==> src/rtl/uart_tx_fifo.sv <==
// Byte FIFO that buffers uart_rx output and launches uart_tx one byte per frame.
// The read scheduler waits for a full busy/idle cycle of tx_rdy before it pops again.
module uart_tx_fifo #(
  parameter int  DEPTH  = 16,
  localparam int ADDR_W = $clog2(DEPTH)
) (
  input  logic              clk,
  input  logic              rst_n,
  input  logic              wr_en,
  input  logic [7:0]        wr_data,
  input  logic              ovf_clr,
  input  logic              tx_rdy,
  output logic              tx_en,
  output logic [7:0]        tx_data,
  output logic [ADDR_W:0]   count,
  output logic              empty,
  output logic              full,
  output logic              overflow
);

  typedef enum logic [1:0] {IDLE, LAUNCH, WAIT_BUSY, WAIT_DONE} state_e;

  localparam logic [ADDR_W:0] FULL_COUNT = (ADDR_W+1)'(DEPTH);

  state_e            state_q, state_d;
  logic [7:0]        mem_q [DEPTH];
  logic [ADDR_W-1:0] wrPtr_q, wrPtr_d;
  logic [ADDR_W-1:0] rdPtr_q, rdPtr_d;
  logic [ADDR_W:0]   count_q, count_d;
  logic              empty_q, full_q;
  logic              overflow_q, overflow_d;
  logic              txEn_q;
  logic [7:0]        txData_q, txData_d;
  logic              push, pop;

  // A full FIFO still accepts a write when the scheduler frees a slot that same cycle.
  always_comb begin
    pop        = (state_q == IDLE) && !empty_q && tx_rdy;
    push       = wr_en && (!full_q || pop);
    wrPtr_d    = push ? wrPtr_q + ADDR_W'(1) : wrPtr_q;
    rdPtr_d    = pop  ? rdPtr_q + ADDR_W'(1) : rdPtr_q;
    txData_d   = pop  ? mem_q[rdPtr_q] : txData_q;
    count_d    = count_q;
    case ({push, pop})
      2'b10:   count_d = count_q + (ADDR_W+1)'(1);
      2'b01:   count_d = count_q - (ADDR_W+1)'(1);
      default: count_d = count_q;
    endcase
    if (wr_en && full_q && !pop) begin
      overflow_d = 1'b1;
    end else if (ovf_clr) begin
      overflow_d = 1'b0;
    end else begin
      overflow_d = overflow_q;
    end
  end

  always_comb begin
    state_d = state_q;
    case (state_q)
      IDLE:      if (pop) state_d = LAUNCH;
      LAUNCH:    state_d = WAIT_BUSY;
      WAIT_BUSY: if (!tx_rdy) state_d = WAIT_DONE;
      WAIT_DONE: if (tx_rdy) state_d = IDLE;
      default:   state_d = IDLE;
    endcase
  end

  always_ff @(posedge clk or negedge rst_n) begin
    if (!rst_n) begin
      state_q    <= IDLE;
      wrPtr_q    <= '0;
      rdPtr_q    <= '0;
      count_q    <= '0;
      empty_q    <= 1'b1;
      full_q     <= 1'b0;
      overflow_q <= 1'b0;
      txEn_q     <= 1'b0;
      txData_q   <= 8'h00;
    end else begin
      state_q    <= state_d;
      wrPtr_q    <= wrPtr_d;
      rdPtr_q    <= rdPtr_d;
      count_q    <= count_d;
      empty_q    <= (count_d == '0);
      full_q     <= (count_d == FULL_COUNT);
      overflow_q <= overflow_d;
      txEn_q     <= (state_d == LAUNCH);
      txData_q   <= txData_d;
    end
  end

  // Storage has no reset; stale entries are unreachable once the pointers are cleared.
  always_ff @(posedge clk) begin
    if (push) begin
      mem_q[wrPtr_q] <= wr_data;
    end
  end

  assign tx_en    = txEn_q;
  assign tx_data  = txData_q;
  assign count    = count_q;
  assign empty    = empty_q;
  assign full     = full_q;
  assign overflow = overflow_q;

endmodule

==> config.mk <==
export PLATFORM = sky130hd
export DESIGN_NAME = uart_tx_fifo
export DESIGN_NICKNAME = d
export VERILOG_FILES = /design/src/rtl/uart_tx_fifo.sv
export SDC_FILE = /design/constraint.sdc
export NUM_CORES = 1
export LEC_CHECK = 0
export BUFFER_PORTS_ARGS = -buffer_cell sky130_fd_sc_hd__buf_4
export CAP_MARGIN = 20
export CORE_AREA = 2 2 138 140
export CTS_CLUSTER_SIZE = 8
export DETAILED_ROUTE_END_ITERATION = 12
export DIE_AREA = 0 0 140 142
export PLACE_DENSITY_LB_ADDON = 0.12
export SLEW_MARGIN = 25
export SYNTH_ARGS = -nofsm -noshare
export SYNTH_HDL_FRONTEND = slang
export SYNTH_SLANG_ARGS = --single-unit
==> constraint.sdc <==
create_clock -name clk -period 8.7 [get_ports clk]
set_input_delay 0 -clock clk [delete_from_list [all_inputs] [get_ports clk]]
set_output_delay 0 -clock clk [all_outputs]
set_load 0.01 [all_outputs]
# Yosys cells after proc, flatten, opt, wreduce, memory -nomap -nowiden
# Memory sizes are Yosys's and may differ from the RTL's. A register that Yosys moved wholly into a read port is not among the register bits.
# Index checks and enable logic that the tools add are counted.
# word_totals
register_bits	19
ram_bits	128
output_inout_bits	17
n_memories	1
# op_classes
n_addsub	4
eq_ne	7
mux	9
n_reduce_logical	13
# memory_table
name	words	word_bits	read_ports	rd_clocked_by_memory_dff	wr	line	source
mem_q	16	8	1	1	1	26	logic [7:0] mem_q [DEPTH];
# op_table
op	n
$pmux W5 S2	1
$add A4 B1 Y4 const B	2
$pmux W2 S4	1
$eq A2 B1 Y1 const B	3
$eq A2 B2 Y1 const B	3
$mux W2	3
$add A5 B1 Y5 const B	1
$eq A5 B5 Y1 const B	1
$logic_and A1 B1 Y1	5
$logic_not A5 Y1	1
$sub A5 B1 Y5 const B	1
$logic_not A1 Y1	4
$mux W1	4
$logic_not A2 Y1	1
$reduce_bool A2 Y1	1
$logic_or A1 B1 Y1	1

# Depth between registers and ports, before layout
# depth
word_depth	8
depth_mapped	15
depth_no_buf	12

# Worst setup path before layout
# No wires, ideal clock.
# synth_timing
path_kind	reg-to-reg
start	register state_q[1]
end	register full_q, in the netlist full
arrival_ns	2.963
t_required_ns	8.627
path_slack_ns	5.664
path_stages_with_launch	16
path_buffers	3
synth_period_minus_slack_ns	3.036
path_cell_list	dfrtp_1 -> or4b_1 -> buf_2 -> nand2_1 -> and2_1 -> buf_6 -> inv_4 -> ha_1 -> clkbuf_1 -> xor2_1 -> ha_1 -> a21oi_1 -> mux2i_1 -> xnor2_1 -> a211o_1 -> nor2b_1
# synth_via
elab_chain_cells	8
word_cells_on_any_way	9
cone_classes	eq/ne (3); mux (1); reduce/logical (5)
# synth_lines
element	line	source
from (decl)	25	state_e state_q, state_d;
from (signal assigned)	81	state_q <= state_d;
$logic_not A2 Y1 (*)	38	pop = (state_q == IDLE) && !empty_q && tx_rdy;
$logic_and A1 B1 Y1 (*) (2 in series)	38	
$logic_or A1 B1 Y1	39	push = wr_en && (!full_q || pop);
$logic_and A1 B1 Y1	39	
$eq A2 B1 Y1 or $eq A2 B2 Y1 (tied branches)	44	case ({push, pop})
$pmux W5 S2 (*)	44	
net count_d[2]	29	logic [ADDR_W:0] count_q, count_d;
$eq A5 B5 Y1 (*)	86	full_q <= (count_d == FULL_COUNT);
to (signal assigned)	86	
to (decl)	30	logic empty_q, full_q;
# Mark *: on every way through the listed nets, which the timed path passes. The rest lies on a longest branch.
# A chain may end at the register's enable or synchronous reset.

# Worst setup path in the final report
# Same ends and word-level chain as after synthesis.

==> results.sh <==
export IMPL_met1_usage=0.190
export IMPL_synth_top_family_by_area="multiplexers"
export IMPL_htreeDepth=4
export IMPL_portBuffers=29
export IMPL_crit_type="register to register"
export IMPL_muxShareOfSynthArea=0.130
export IMPL_num_nets_final=420
export IMPL_yosysWarnings=0
export IMPL_slowest_stage="or4b_1"
export IMPL_initial_core_util=0.341
export IMPL_drtIter0Drc=229
export IMPL_fmax_ghz=0.276
export IMPL_hold_buffers=12
export IMPL_hold_class="input pin to asynchronous set/reset pin"
export IMPL_synth_main_ff_cell="edfxtp_1"
export IMPL_synth_xor_area_frac=0.0153
export IMPL_async_flop_share=0.174
export IMPL_outcome="finished, violations left"
export IMPL_ios=30
export IMPL_violations="design-rule violations"
export IMPL_tightest_slew_ns=1.03
export IMPL_cp_data_arrival_time_ns=3.97
export IMPL_slew_viol_final=0
export IMPL_syn_inst=354
export IMPL_fp_dieH_um=142
export IMPL_hold_viol=0
export IMPL_synthSimpleGateAreaFrac=0.0523
export IMPL_top_usage_layer="met2"
export IMPL_synth_top_area_share=0.611
export IMPL_firstDrtPassIters=10
export IMPL_synth_edf_count=128
export IMPL_grt_pass1_vias=3344
export IMPL_grt_met2_usage=0.224
export IMPL_rsz0062_at_grt="no"
export IMPL_synth_common_cells="edfxtp_1, mux4_2, dfrtp_1"
export IMPL_fin_util=0.403
export IMPL_cts_tree="yes"
export IMPL_num_antenna_cells=0
export IMPL_vias_per_cell=4.93
export IMPL_drv_cap=0
export IMPL_finalSetupTns_ns=0
export IMPL_ys_ff_latch=155
export IMPL_hpwl_mm=7.93
export IMPL_leakage_uw=0.00258
export IMPL_critical_path_cell_chain="or4b_1 > nand2_1 > and2_1 > inv_4 > ha_1 > xor2_1 > ha_1 > a21oi_1 > mux2i_1 > xnor2_1 > a211o_1 > nor2b_1"
export IMPL_dieArea_sq_mm=0.0199
export IMPL_area_growth_pct=18.2
export IMPL_setup_viol=0
export IMPL_wl_mm=13.0
export IMPL_cp_end_kind="register"
export IMPL_synth_compound_area_frac=0.0404
export IMPL_drive_gt1_frac=0.286
export IMPL_synth_adder_area_share=0.0159
export IMPL_yosysUniqueCellTypes=41
export IMPL_fp_dieW_um=140
export IMPL_min_period_over_period=0.416
export IMPL_core_area_sq_mm=0.0185
export IMPL_cts_root_buf="clkbuf_16"
export IMPL_ant_nets=0
export IMPL_avgSynthCellArea_sq_um=17.8
export IMPL_required_ns=9.05
export IMPL_gp_congestion=0.760
export IMPL_vias=3184
export IMPL_synth_nets=375
export IMPL_cts_setup_buffers=0
export IMPL_synth_area_leader_cell="edfxtp_1"
export IMPL_rows=50
export IMPL_antenna_found_initial=0
export IMPL_startpoint_type="register"
export IMPL_grt_usage=0.141
export IMPL_worst_clock_skew_ns=0.00819
export IMPL_clock_latency_ns=0.42
export IMPL_grt_start_max_net_pins=37
export IMPL_min_period_ns=3.62
export IMPL_nFillCells=1641
export IMPL_synth_most_common_cell="edfxtp_1"
export IMPL_clock_sinks=155
export IMPL_synth_area_sq_mm=0.00629
export IMPL_grt_overflow=0
export IMPL_ys_seq_area_frac=0.718
export IMPL_use_met3=0.0316
export IMPL_vdd_drop_max_mv=0.129
export IMPL_cp_common_cell="ha_1"
export IMPL_cpPeakStageDelay_ns=0.86
export IMPL_cts_max_path_buffers=2
export IMPL_max_slew_margin=0.310
export IMPL_clk_pin_slew_ns=0.06
export IMPL_synth_area_leaders="edfxtp_1, mux4_2, dfrtp_1"
export IMPL_drc=3
export IMPL_cts_buffers=17
export IMPL_wl_per_cell_um=20.0
export IMPL_cp_max_fo=15
export IMPL_cts_resized=0
export IMPL_p_per_area_mw_per_mm2=314
export IMPL_grt_pass1_wl_mm=20.1
## critical path: cells and delay by family, from the launching register on
family | cells | cell delay (ns)
and+or+nand+nor | 4 | 1.44
adders and majority gates | 2 | 0.57
AOI/OAI and AO/OA | 2 | 0.45
DFF | 1 | 0.40
xor gates and xnor gates | 2 | 0.30
muxes | 1 | 0.24
buffers and inverters | 1 | 0.13
## power breakdown
part	internal, uW	total (uW)	switching, uW
Clock	369	676	307
Combinational	314	637	323
Sequential	924	1020	96.9
## placed cells by master (no fill, tap or decap), types with 3 or more instances in the layout
cell | Yosys | layout
edfxtp_1 | 128 | 128
buf_4 | 0 | 36
mux4_2 | 31 | 31
dfrtp_1 | 26 | 25
clkbuf_16 | 0 | 17
inv_1 | 16 | 16
nor2_1 | 15 | 13
a21oi_1 | 12 | 12
dlygate4sd3_1 | 0 | 12
o21ai_0 | 11 | 11
and2_1 | 10 | 10
xnor2_1 | 9 | 9
nand2_1 | 9 | 9
mux2_2 | 8 | 8
ha_1 | 8 | 8
nand3_1 | 7 | 7
a221o_1 | 6 | 6
inv_6 | 0 | 5
nor4_2 | 0 | 4
clkinv_2 | 0 | 4
nor2b_1 | 3 | 3
mux2i_1 | 3 | 3
clkinv_4 | 0 | 3
## final timing paths
check | cells after the start | endpoint | startpoint | slack (ns)
min in group clk | 3 | wrPtr_q[0] | wr_en | 0.13
worst min register to register | 1 | state_q[1] | state_q[0] | 0.51
worst max register to register | 12 | full | state_q[1] | 5.08
worst max-delay path | 12 | full | state_q[1] | 5.08
max in group asynchronous | 2 | empty | rst_n | 8.35
worst min-delay path | 2 | count[3] | rst_n | 0.04
## final cells by class
class,instances,area [sq um],area share
clock buffer,17,425,0.0572
clock inverter,15,113,0.0151
inverter,18,70.1,0.00942
multi-input combinational,159,1630,0.219
sequential,155,4520,0.608
tap,234,293,0.0393
timing repair buffer,48,390,0.0525
## kinds of logic after synthesis
group | count (synthesis)
adders and majority gates | 8
xor gates and xnor gates | 11
DFF | 155
muxes | 42
buffers and inverters | 40
and+or+nand+nor | 59
AOI/OAI and AO/OA | 39
## per-stage QoR
step | worst slack [ns] | std cells | hold slack (ns) | total power, uW | area (sq um)
after global placement | 5.17 | 602 | -0.0573 | 1680 | 6780
final | 5.08 | 646 | 0.0412 | 2330 | 7440
after CTS | 5.05 | 646 | 0.0365 | 2370 | 7440
after global routing | 4.80 | 646 | 0.0564 | 2460 | 7440
after floorplan | 5.66 | 354 | -0.296 | 1470 | 6290
after detailed placement | 5.08 | 602 | -0.0512 | 1680 | 6780
## state kept, by name, indices dropped and copies added, names as in the netlist
| register | flops |
|---|---|
| mem_q | 128 |
| tx_data | 8 |
| count | 5 |
| rdPtr_q | 4 |
| wrPtr_q | 4 |
| state_q | 2 |
| empty | 1 |
| full | 1 |
| overflow | 1 |
| tx_en | 1 |
## layer usage
| metal | part of all wire | vias to the layer above |
|---|---|---|
| met5 | 0 | - |
| met4 | 0.015 | 0 |
| met3 | 0.032 | 17 |
| met2 | 0.49 | 61 |
| met1 | 0.47 | 1634 |
| li1 | - | 1472 |
No activity file was read; power rests on OpenSTA's default activity.
